File: config.mk
export PLATFORM = sky130hd
export DESIGN_NAME = multi_edge_detect
export DESIGN_NICKNAME = d
export VERILOG_FILES = /design/src/rtl/edge_detect_pkg.sv /design/src/rtl/edge_detect_channel.sv /design/src/rtl/multi_edge_detect.sv
export SDC_FILE = /design/constraint.sdc
export NUM_CORES = 1
export LEC_CHECK = 0
export CELL_PAD_IN_SITES_DETAIL_PLACEMENT = 1
export CELL_PAD_IN_SITES_GLOBAL_PLACEMENT = 2
export CORE_ASPECT_RATIO = 0.75
export CORE_UTILIZATION = 30
export CTS_BUF_LIST = sky130_fd_sc_hd__clkbuf_8
export DETAILED_ROUTE_END_ITERATION = 10
export GPL_TIMING_DRIVEN = 0
export PLACE_DENSITY_LB_ADDON = 0.1
export SETUP_SLACK_MARGIN = 0.02
export SLEW_MARGIN = 20
export SYNTH_ARGS = -nofsm -noshare
export SYNTH_HDL_FRONTEND = slang
export SYNTH_SLANG_ARGS = --single-unit
File: constraint.sdc
create_clock -name clock -period 2.25 [get_ports clock]
set_input_delay 0.3375 -clock clock [delete_from_list [all_inputs] [get_ports clock]]
set_output_delay 0.3375 -clock clock [all_outputs]
set_load 0.02 [all_outputs]
File: src/rtl/edge_detect_pkg.sv
// Shared mode encodings, parameter limits and the edge qualification helper.
// Latency: none (types, constants and a pure function only).
// Backpressure: none; optional input filter is selected by EDGE_DETECT_FILTER_EN.
package edge_detect_pkg;

    typedef enum logic [1:0] {
        MODE_OFF  = 2'b00,
        MODE_RISE = 2'b01,
        MODE_FALL = 2'b10,
        MODE_BOTH = 2'b11
    } mode_e;

    localparam int CHANNELS_MIN = 1;
    localparam int CHANNELS_MAX = 32;
    localparam int COUNT_W_MIN  = 2;
    localparam int COUNT_W_MAX  = 16;
    localparam int FILTER_MIN   = 1;
    localparam int FILTER_MAX   = 255;
    // Wide enough to hold FILTER_MAX.
    localparam int FILTER_CNT_W = 8;

    // True when the pulse present this cycle is one the channel mode asks for.
    function automatic logic qualify(input logic [1:0] sel, input logic pos, input logic neg);
        mode_e m;
        m = mode_e'(sel);
        return (pos && (m == MODE_RISE || m == MODE_BOTH)) ||
               (neg && (m == MODE_FALL || m == MODE_BOTH));
    endfunction

endpackage

File: src/rtl/edge_detect_channel.sv
// One channel: 2-flop sync, optional stability filter (EDGE_DETECT_FILTER_EN), edge pulses, sticky flag, saturating counter.
// Latency: raw input to pulse 3 clocks, or 2+FILTER_CYCLES+1 clocks with the filter compiled in.
// Backpressure: none; every accepted edge is counted the cycle after its pulse.
module edge_detect_channel
    import edge_detect_pkg::*;
#(
    parameter int COUNT_W       = 8,
    parameter int FILTER_CYCLES = 3
) (
    input  logic               clock,
    input  logic               reset_n,
    input  logic               raw_in,
    input  logic [1:0]         mode,
    input  logic               event_clear,
    input  logic               count_clear,
    output logic               pos_edge,
    output logic               neg_edge,
    output logic               level,
    output logic               event_pending,
    output logic [COUNT_W-1:0] edge_count
);

    localparam logic [COUNT_W-1:0] COUNT_MAX = '1;

    logic               sync_meta;
    logic               sync_out;
    logic               level_q;
    logic               level_next;
    logic               pos_q;
    logic               neg_q;
    logic               pending_q;
    logic               qualified;
    logic [COUNT_W-1:0] count_q;

    // Two-flop synchroniser for the asynchronous input.
    always_ff @(posedge clock or negedge reset_n) begin
        if (!reset_n) begin
            sync_meta <= 1'b0;
            sync_out  <= 1'b0;
        end else begin
            sync_meta <= raw_in;
            sync_out  <= sync_meta;
        end
    end

`ifdef EDGE_DETECT_FILTER_EN
    localparam logic [FILTER_CNT_W-1:0] FILTER_TARGET = FILTER_CNT_W'(FILTER_CYCLES);

    logic [FILTER_CNT_W-1:0] filter_cnt;
    logic                    filter_done;

    // Once FILTER_CYCLES differing samples have been seen the level flips,
    // even if the input has just moved back: that run was long enough.
    assign filter_done = (filter_cnt == FILTER_TARGET);
    assign level_next  = level_q ^ filter_done;

    // Run length of consecutive synchronised samples that disagree with level.
    always_ff @(posedge clock or negedge reset_n) begin
        if (!reset_n) begin
            filter_cnt <= '0;
        end else if (filter_done || (sync_out == level_q)) begin
            filter_cnt <= '0;
        end else begin
            filter_cnt <= filter_cnt + 1'b1;
        end
    end
`else
    // Filter depth has no effect in this build.
    localparam int unused_filter_cycles = FILTER_CYCLES;

    assign level_next = sync_out;
`endif

    // Accepted level plus one-cycle pulses on each change of it.
    always_ff @(posedge clock or negedge reset_n) begin
        if (!reset_n) begin
            level_q <= 1'b0;
            pos_q   <= 1'b0;
            neg_q   <= 1'b0;
        end else begin
            level_q <= level_next;
            pos_q   <= level_next & ~level_q;
            neg_q   <= ~level_next & level_q;
        end
    end

    // Mode is looked at only while a pulse is present, so mode changes never create events.
    assign qualified = qualify(mode, pos_q, neg_q);

    // Sticky event flag; a new event in the clearing cycle keeps it set.
    always_ff @(posedge clock or negedge reset_n) begin
        if (!reset_n) begin
            pending_q <= 1'b0;
        end else begin
            pending_q <= qualified | (pending_q & ~event_clear);
        end
    end

    // Saturating event counter; a clear coinciding with an event leaves 1.
    always_ff @(posedge clock or negedge reset_n) begin
        if (!reset_n) begin
            count_q <= '0;
        end else if (count_clear) begin
            count_q <= {{(COUNT_W-1){1'b0}}, qualified};
        end else if (qualified && (count_q != COUNT_MAX)) begin
            count_q <= count_q + 1'b1;
        end
    end

    assign pos_edge      = pos_q;
    assign neg_edge      = neg_q;
    assign level         = level_q;
    assign event_pending = pending_q;
    assign edge_count    = count_q;

endmodule

File: src/rtl/multi_edge_detect.sv
// Array of CHANNELS independent edge detectors with per-channel mode, flag and counter; filter via EDGE_DETECT_FILTER_EN.
// Latency: 3 clocks input to pulse (2+FILTER_CYCLES+1 with the filter); flag/count update one clock after the pulse.
// Backpressure: none; channels never arbitrate or stall each other.
module multi_edge_detect
    import edge_detect_pkg::*;
#(
    parameter int CHANNELS      = 4,
    parameter int COUNT_W       = 8,
    parameter int FILTER_CYCLES = 3
) (
    input  logic                        clock,
    input  logic                        reset_n,
    input  logic [CHANNELS-1:0]         digital_in,
    input  logic [2*CHANNELS-1:0]       mode,
    input  logic [CHANNELS-1:0]         event_clear,
    input  logic [CHANNELS-1:0]         count_clear,
    output logic [CHANNELS-1:0]         pos_edge,
    output logic [CHANNELS-1:0]         neg_edge,
    output logic [CHANNELS-1:0]         level,
    output logic [CHANNELS-1:0]         event_pending,
    output logic [COUNT_W*CHANNELS-1:0] edge_count
);

    // Reject out-of-range configurations at elaboration.
    if (CHANNELS < CHANNELS_MIN || CHANNELS > CHANNELS_MAX) begin : g_bad_channels
        $error("multi_edge_detect: CHANNELS out of range");
    end
    if (COUNT_W < COUNT_W_MIN || COUNT_W > COUNT_W_MAX) begin : g_bad_count_w
        $error("multi_edge_detect: COUNT_W out of range");
    end
`ifdef EDGE_DETECT_FILTER_EN
    if (FILTER_CYCLES < FILTER_MIN || FILTER_CYCLES > FILTER_MAX) begin : g_bad_filter
        $error("multi_edge_detect: FILTER_CYCLES out of range");
    end
`endif

    // One fully independent channel per input bit.
    for (genvar i = 0; i < CHANNELS; i++) begin : g_ch
        edge_detect_channel #(
            .COUNT_W       (COUNT_W),
            .FILTER_CYCLES (FILTER_CYCLES)
        ) u_ch (
            .clock         (clock),
            .reset_n       (reset_n),
            .raw_in        (digital_in[i]),
            .mode          (mode[2*i +: 2]),
            .event_clear   (event_clear[i]),
            .count_clear   (count_clear[i]),
            .pos_edge      (pos_edge[i]),
            .neg_edge      (neg_edge[i]),
            .level         (level[i]),
            .event_pending (event_pending[i]),
            .edge_count    (edge_count[COUNT_W*i +: COUNT_W])
        );
    end

endmodule

Yosys cells after proc, flatten, opt, wreduce, memory -nomap -nowiden. Cells that the tools add are included.

Bits in registers: 56. Bits of input ports: 22. Output and inout port bits: 48. Word-level logic and storage cells: 112.

$add $sub $neg: 4. Equal/unequal tests: 16. Multiplexer cells: 8. Bitwise gates (word level): 28. Reduce and logical (&&, ||, !) cells: 28.

Operator list (number): $mux W8 (8); $add A8 B1 Y8 const B (4); $ne A8 B8 Y1 const B (4); $eq A2 B2 Y1 const B (8); $and A1 B1 Y1 (12); $logic_and A1 B1 Y1 (12); $logic_or A1 B1 Y1 (12); $not A1 Y1 (12); $eq A2 B1 Y1 const B (4); $reduce_bool A2 Y1 (4); $or A1 B1 Y1 (4).

Depth between registers and ports, before layout.
Depth in word-level cells: 7. Depth in mapped cells: 5. Gate-level depth less buffers: 5.

By module. Synthesis repeated with hierarchy kept, for this count alone.

Cell total of the unflattened synthesis: 228. Area total of the unflattened synthesis: 2612.5 sq um.

Modules (own cells, without submodules): edge_detect_channel (instances 4, cells each 57, area each 653.1 sq um, sequential area each 350.3 sq um).

Least setup slack after synthesis. Ideal clock, no wire load.

Path kind: register to register. Start: register g_ch[3].u_ch.count_q[1]. End: register g_ch[3].u_ch.count_q[5]. Library setup time: 0.094 ns. Arrival: 1.588 ns. Data required time: 2.156 ns. Slack: 0.569 ns. Stages on the path, launching flop included: 6. Path buffers: 0. Period minus slack after synthesis: 1.681 ns. Path through: dfrtp_1 > ha_1 > nand2_1 > or3_4 > and4_1 > a211oi_1.

Longest elaborated chain between the ends: 3.

RTL lines: from (decl) (RTL line edge_detect_channel.sv:33) `logic [COUNT_W-1:0] count_q;`; from (signal assigned) (RTL line edge_detect_channel.sv:104) `count_q <= {{(COUNT_W-1){1'b0}}, qualified};`; from (signal assigned) (RTL line edge_detect_channel.sv:106) `count_q <= count_q + 1'b1;`; $add A8 B1 Y8 / $ne A8 B8 Y1 (equally long branches) (RTL line edge_detect_channel.sv:106, edge_detect_channel.sv:105); $mux W8 / $logic_and A1 B1 Y1 (equally long branches) (RTL line edge_detect_channel.sv:105) `end else if (qualified && (count_q != COUNT_MAX)) begin`; $mux W8 / $reduce_bool A2 Y1 (equally long branches).

Parallel ways exist; a longest one is shown, timed or not. The select of a mux whose other input is x is not followed. A chain may end at the register's enable or synchronous reset.

Worst setup path in the final report.
Start: register g_ch[3].u_ch.count_q[3]. End: output edge_count[27].

RTL lines: to (decl) (RTL line multi_edge_detect.sv:21) `output logic [COUNT_W*CHANNELS-1:0] edge_count`.

No word-level cell between the ends.

==> metrics.cfg <==
[status]
outcome=finished, final reports clean

[global_route]
antenna_found_initial=0
grt_overflow=0
track_usage_pct=13.9
grt_max_degree=46
grt_pass1_vias=1859
grt_pass1_wl_mm=9.32

[detailed_routing]
ant_nets=0
first_iter_violations=39
dr.pass1.iters=4
drc=0
vias_per_cell=4.72
wl_per_cell_um=14.3
vias=1916
wl_mm=5.80

[synthesis]
avgSynthCellArea_um2=11.2
syn_inst=226
ys.flop_type=dfrtp_1
synth-edff-count=0
synth_area_um2=2530
syn_nets=252
ys_seq_area_share_pct=55.4
synth_seq_cells=56
async_reset_ff_share_pct=100
synth_cell_type_count=40
yosysWarnings=0

[clock_tree]
cts_max_level=2
post_cts_resize_count=0
cts_tree=yes
cts-buffers-inserted=5
cts_root_buffer=clkbuf_8
clkLatencyLatePin_ns=0.31
clk_pin_slew_ns=0.10
cts.sinks=56
clockBufferDepth=2

[cells_and_area]
n_antenna_cell=0
stdcell_area_um2=3470
instances_no_fill=406
post-route-util_pct=43.3
finalNetCount=326
syn2layout_area_growth_pct=37.3
layout-drive-gt1-share_pct=10.6

[power]
power.density_nw_per_um2=602
power_frac_seq_pct=51.9
p_leak_nw=1.46
p_switching_mw=0.499
power_frac_comb_pct=13.9
vdd_drop_max_v=0.000261
power_frac_clock_pct=34.2
power_mw=2.09
swShare_pct=23.9
intPower_mw=1.59

[critical_path]
path_max_fanout=7
critPathKind=register to primary output
rrSetupSlack_ns=0.54
crit_chain=clkdlybuf4s50_1
cp_top_family=buffers and inverters
cp_slowest_cell=clkdlybuf4s50_1
worstPathRequired_ns=1.91
slowest_delay_ns=0.65
crit_path_end_kind=primary output
crit_buf_inv=1
startpoint_type=register
arrival_ns=1.43

[sta]
max_freq_ghz=0.564
hold_violations=0
whs_ns=0.356
drv_slew=0
slew_headroom_pct=62.2
fin_crit_ns=1.77
timing.final.crit_share_pct=78.8
setup_ws_ns=0.478
setup_viol=0
tightest_slew_ns=0.567
tns_ns=0
clock_skew_ns=0.00283
grt_setup_unrepaired=no

[placement]
port_buffers=65
pre_cts_slack_ns=0.224
dp_hpwl_mm=4.28
dp_cells=397
dpl-instance-area_um2=3340
gp_congestion=0.746

[floorplan]
rows=28
die_y_um=81.6
dieWidth_um=108
initial_utilization_pct=31.6
floorplan.die_area_um2=8810
coreArea_um2=8020
pin_count=70

[hold_path]
min_path_type=register to register

[job]
maxCapViolCount=0

[layout make-up]
| cell class | count | area, um^2 |
|---|---|---|
| clock inverters | 1 | 30.0 |
| fillers | 885 | 4550 |
| flip-flops and latches | 56 | 1400 |
| clock buffers | 7 | 96.3 |
| multi-input cells | 144 | 972 |
| well taps | 105 | 131 |
| plain buffers | 20 | 135 |
| repair buffers | 67 | 686 |
| inverters | 6 | 22.5 |
[kinds of logic after synthesis]
logic type / after synthesis / synth area share [%]
compound gates: 51 / 15.0
xor+xnor: 13 / 4.50
fa+ha+maj: 4 / 1.98
buf+inv: 26 / 6.23
flops: 56 / 55.4
mux: 5 / 1.98
simple gates: 71 / 14.9
[layer usage]
metal / vias up / routed length (um) / global-route usage [%]
met3: 8 / 310 / 3.73
li1: 946 / - / -
met2: 48 / 2410 / 19.5
met5: - / 0 / 0
met1: 914 / 3010 / 20.4
met4: 0 / 64 / 4.52
[power groups by stage]
| stage | clock network (mW) | registers, mW | logic [mW] |
|---|---|---|---|
| 2_1_floorplan | 0 | 1.12 | 0.123 |
| 3_3_place_gp | 0 | 1.10 | 0.285 |
| 3_5_place_dp | 0 | 1.11 | 0.294 |
| 4_1_cts | 0.761 | 1.09 | 0.298 |
| 5_1_grt | 0.793 | 1.09 | 0.319 |
| 6_report | 0.715 | 1.08 | 0.291 |
[worst paths after layout]
kind,from,to,depth (start not counted)
max,g_ch[3].u_ch.edge_count[3],edge_count[27],1
min,g_ch[0].u_ch.sync_meta,g_ch[0].u_ch.level_next,0
max reg2reg,g_ch[3].u_ch.edge_count[0],g_ch[3].u_ch.edge_count[5],5
min reg2reg,g_ch[0].u_ch.sync_meta,g_ch[0].u_ch.level_next,0
max in group asynchronous,reset_n,g_ch[2].u_ch.edge_count[0],3
min in group asynchronous,reset_n,g_ch[1].u_ch.edge_count[1],2
[cell usage after synthesis, types with 3 or more instances]
master	n	area (um^2)
a22oi_1	3	22.5
o2111ai_1	4	35.0
nand3b_1	3	22.5
ha_1	4	50.1
nor2b_1	8	50.1
a22o_1	4	35.0
nand4_1	4	25.0
nand2_1	10	37.5
buf_1	4	15.0
and3_1	5	31.3
o211ai_1	11	82.6
o21a_1	3	22.5
nand3_1	4	20.0
o21ai_0	3	15.0
buf_4	16	120
a211oi_1	4	30.0
and2_1	5	31.3
a21oi_1	4	20.0
o21ai_1	3	15.0
mux2i_1	5	50.1
xor2_1	12	105
o21ba_2	3	30.0
nor3_1	5	25.0
nor2_1	20	75.1
dfrtp_1	56	1400
inv_1	6	22.5
[flip-flops by register name (all words and copies together) (netlist names)]
signal and cells:
g_ch.u_ch.neg_edge 4, g_ch.u_ch.event_pending 4, g_ch.u_ch.sync_meta 4, g_ch.u_ch.level_next 4
g_ch.u_ch.pos_edge 4, g_ch.u_ch.edge_count 32, g_ch.u_ch.level 4
[layout by cell type, fill, tap and decap left out, types with 2 or more instances in the layout]
cell             instances
a31oi_1                  2
buf_4                   17
nand3_1                  4
or4_1                    2
a22o_1                   4
nor2_1                  20
o211ai_1                11
a211oi_1                 4
o21ai_1                  3
clkdlybuf4s50_1         64
o31ai_1                  2
nand3b_1                 3
nand4_1                  4
nor3_1                   5
mux2i_1                  5
and2_1                   5
nor2b_1                  8
ha_1                     4
a22oi_1                  3
inv_1                    6
nand2_1                 10
dfrtp_1                 56
a21oi_1                  4
o21ai_0                  3
o2111ai_1                4
xor2_1                  12
clkbuf_8                 7
and3_1                   5
o21ba_2                  3
buf_1                    4
o21a_1                   3
[what timing repair did]
item / CTS / global route
endpoints found under the setup margin: 0 / 0
hold buffers: 1 / 0
hold endpoints to repair: 11 / 0
setup buffers: 0 / 0
No activity file was read; power rests on OpenSTA's default activity.
==> edit (same flow settings) <==
Set the parameter `CHANNELS` to 8 (it was 4).
--- a/src/rtl/multi_edge_detect.sv
+++ b/src/rtl/multi_edge_detect.sv
@@ -6,3 +6,3 @@
 #(
-    parameter int CHANNELS      = 4,
+    parameter int CHANNELS      = 8,
     parameter int COUNT_W       = 8,
Interface: changed (9 resized); port bits go from 70 to 138. No check against the original RTL was run, so the function may have changed too.
==> edit against the unedited design <==
  * Setup slack got worse by 0.12 ns
  * Core utilization fell by 1.2 points
  * Total power rose by 86%
  * Area after synthesis rose by 100%
  * Final area rose by 98%
  * Wire length rose by 120%
  * Sequential cell count rose by 56
  * Clock power rose by 58%
  * Via count rose by 110%
==> edit: results (changes against the unedited design) <==
** Outcome
- Result of the run :: finished clean

** Layout
- Share of post-route cells with drive strength above 1 :: 10.6% (about the same)
- Max reg flops :: 64 (+100%)
- Layout net count :: 657 (+100%)

** Synthesis
- The proportion of register bits with asynchronous set or reset after synthesis was 100% (unchanged).
- The part of the Yosys area used for sequential elements came to 54.7% (-0.64 points).
- Leading post-synthesis cells by cell area :: sky130_fd_sc_hd__dfrtp_1 (55%), sky130_fd_sc_hd__buf_4 (4.7%), sky130_fd_sc_hd__xor2_1 (3.6%)
- Synth Net Count :: 515 (+100%)
- Synthesized netlist cell count :: 465 (+110%)

** GRT
- The overall global routing resource usage is 15.5% (+1.7 points).
- First-pass GRT wire length :: 21,500 um (+130%)
- Vias in the first global route :: 4,114 (+120%)
- Pin count of the biggest net entering global routing :: 61 (+33%)

** Route
- The post-detailed-route wirelength per cell was 15.8 um (+10%).
- The total wire length was 13,000 um (+120%).
- The count of vias placed by the detailed router is 4,045 (+110%).
- The detailed router's first-iteration violation count was 142 (+260%).

** Place
- The number of buffers inserted by port buffering was 129 (+98%).
- Number of instances in the placed design :: 805 (+100%)
- DP Wirelength :: 9450 um (+120%)
- Pre-CTS worst setup slack :: 0.358 ns (+0.134 ns)

** Hold path
- The tightest min-delay check is of the in2reg type.
- The cell count of the worst hold path was 2 (+2).
- Source of the worst hold timing path :: count_clear[1]
- The worst hold path terminates at g_ch[1].u_ch.edge_count[3].

** Power
- Worst ir drop on vdd :: 0.267 mV (+2.7%)

** Clock tree
- Number of hold buffers added after cts :: 1 (unchanged)
- Clk_lat worst skew :: 0.38 ns (+0.07 ns)
- The H-tree depth reported by CTS came to 3 (+1).

** Critical path
- The worst path arrival time was 1.55 ns (+0.12 ns).
- The worst register-to-register path ends at g_ch[7].u_ch.edge_count[1].
- The worst reg-to-reg setup slack was 0.56 ns (+0.02 ns).

** STA
- The final hold slack came to 0.322 ns (-0.0344 ns).
- The transition time of the tightest slew-check pin was 0.530 ns (-0.0366 ns).
[edit: changes by cell type after synthesis, moves of 9 or more]
cell / change
sky130_fd_sc_hd__dfrtp_1: +56
sky130_fd_sc_hd__nor3_1: +13
sky130_fd_sc_hd__nand2_1: +16
sky130_fd_sc_hd__buf_4: +16
sky130_fd_sc_hd__nor2_1: +20
sky130_fd_sc_hd__o211ai_1: +9
sky130_fd_sc_hd__nor2b_1: +10
sky130_fd_sc_hd__xor2_1: +9
[edit: layout make-up]
class,count,area [um2]
fillers,1797,9480
flip-flops and latches,112,2800
multi-input cells,302,2010
repair buffers,131,1330
plain buffers,40,270
well taps,210,263
clock buffers,11,151
inverters,11,41.3
clock inverters,4,21.3
[edit: worst max path at each step]
stage / startpoint / end / slack [ns] / cells past startpoint
after floorplan: g_ch[6].u_ch.edge_count[0] / g_ch[6].u_ch.edge_count[5] / 0.62 / 5
after global placement: reset_n / g_ch[1].u_ch.edge_count[3] / -3.77 / 1
after detailed placement: mode[11] / g_ch[5].u_ch.edge_count[7] / 0.36 / 5
after CTS: g_ch[0].u_ch.edge_count[3] / edge_count[3] / 0.33 / 1
after global routing: g_ch[7].u_ch.edge_count[2] / edge_count[58] / 0.29 / 1
final: g_ch[0].u_ch.edge_count[3] / edge_count[3] / 0.36 / 1
[edit: per-stage QoR]
stage / instance area, um2 / utilization (%)
4_1_cts: 6890 / 42.1
2_1_floorplan: 5120 / -
3_3_place_gp: 6680 / 40.8
6_report: 6890 / 42.1
5_1_grt: 6890 / 42.1
3_5_place_dp: 6700 / 41.0
[edit: kinds of logic (layout without fill, tap and decap cells)]
| group | Yosys count | after routing | share of synthesized area, % |
|---|---|---|---|
| XOR/XNOR | 21 | 21 | 3.59 |
| flip-flops | 112 | 112 | 54.7 |
| buffers and inverters | 51 | 197 | 6.08 |
| adder cells (fa/ha/maj) | 8 | 8 | 1.95 |
| AO/OA/AOI/OAI | 102 | 102 | 14.6 |
| multiplexers | 10 | 10 | 1.95 |
| AND/OR/NAND/NOR | 161 | 161 | 17.1 |
[edit: metal layers]
layer	global-route usage [%]	vias to the layer above	part of all wire, %
met5	0	-	0
met4	4.78	0	1.0
met3	4.37	9	4.5
met2	23.5	88	44
met1	21.6	2009	50
li1	-	1939	-
[edit: power by group]
part           leakage, nW  total (mW)  internal, mW  switching (mW)
Clock               0.0924        1.13         0.451           0.677
Sequential            1.46        2.18          2.10          0.0839
Combinational         1.36       0.589         0.300           0.289
Total                 2.91        3.90          2.85            1.05
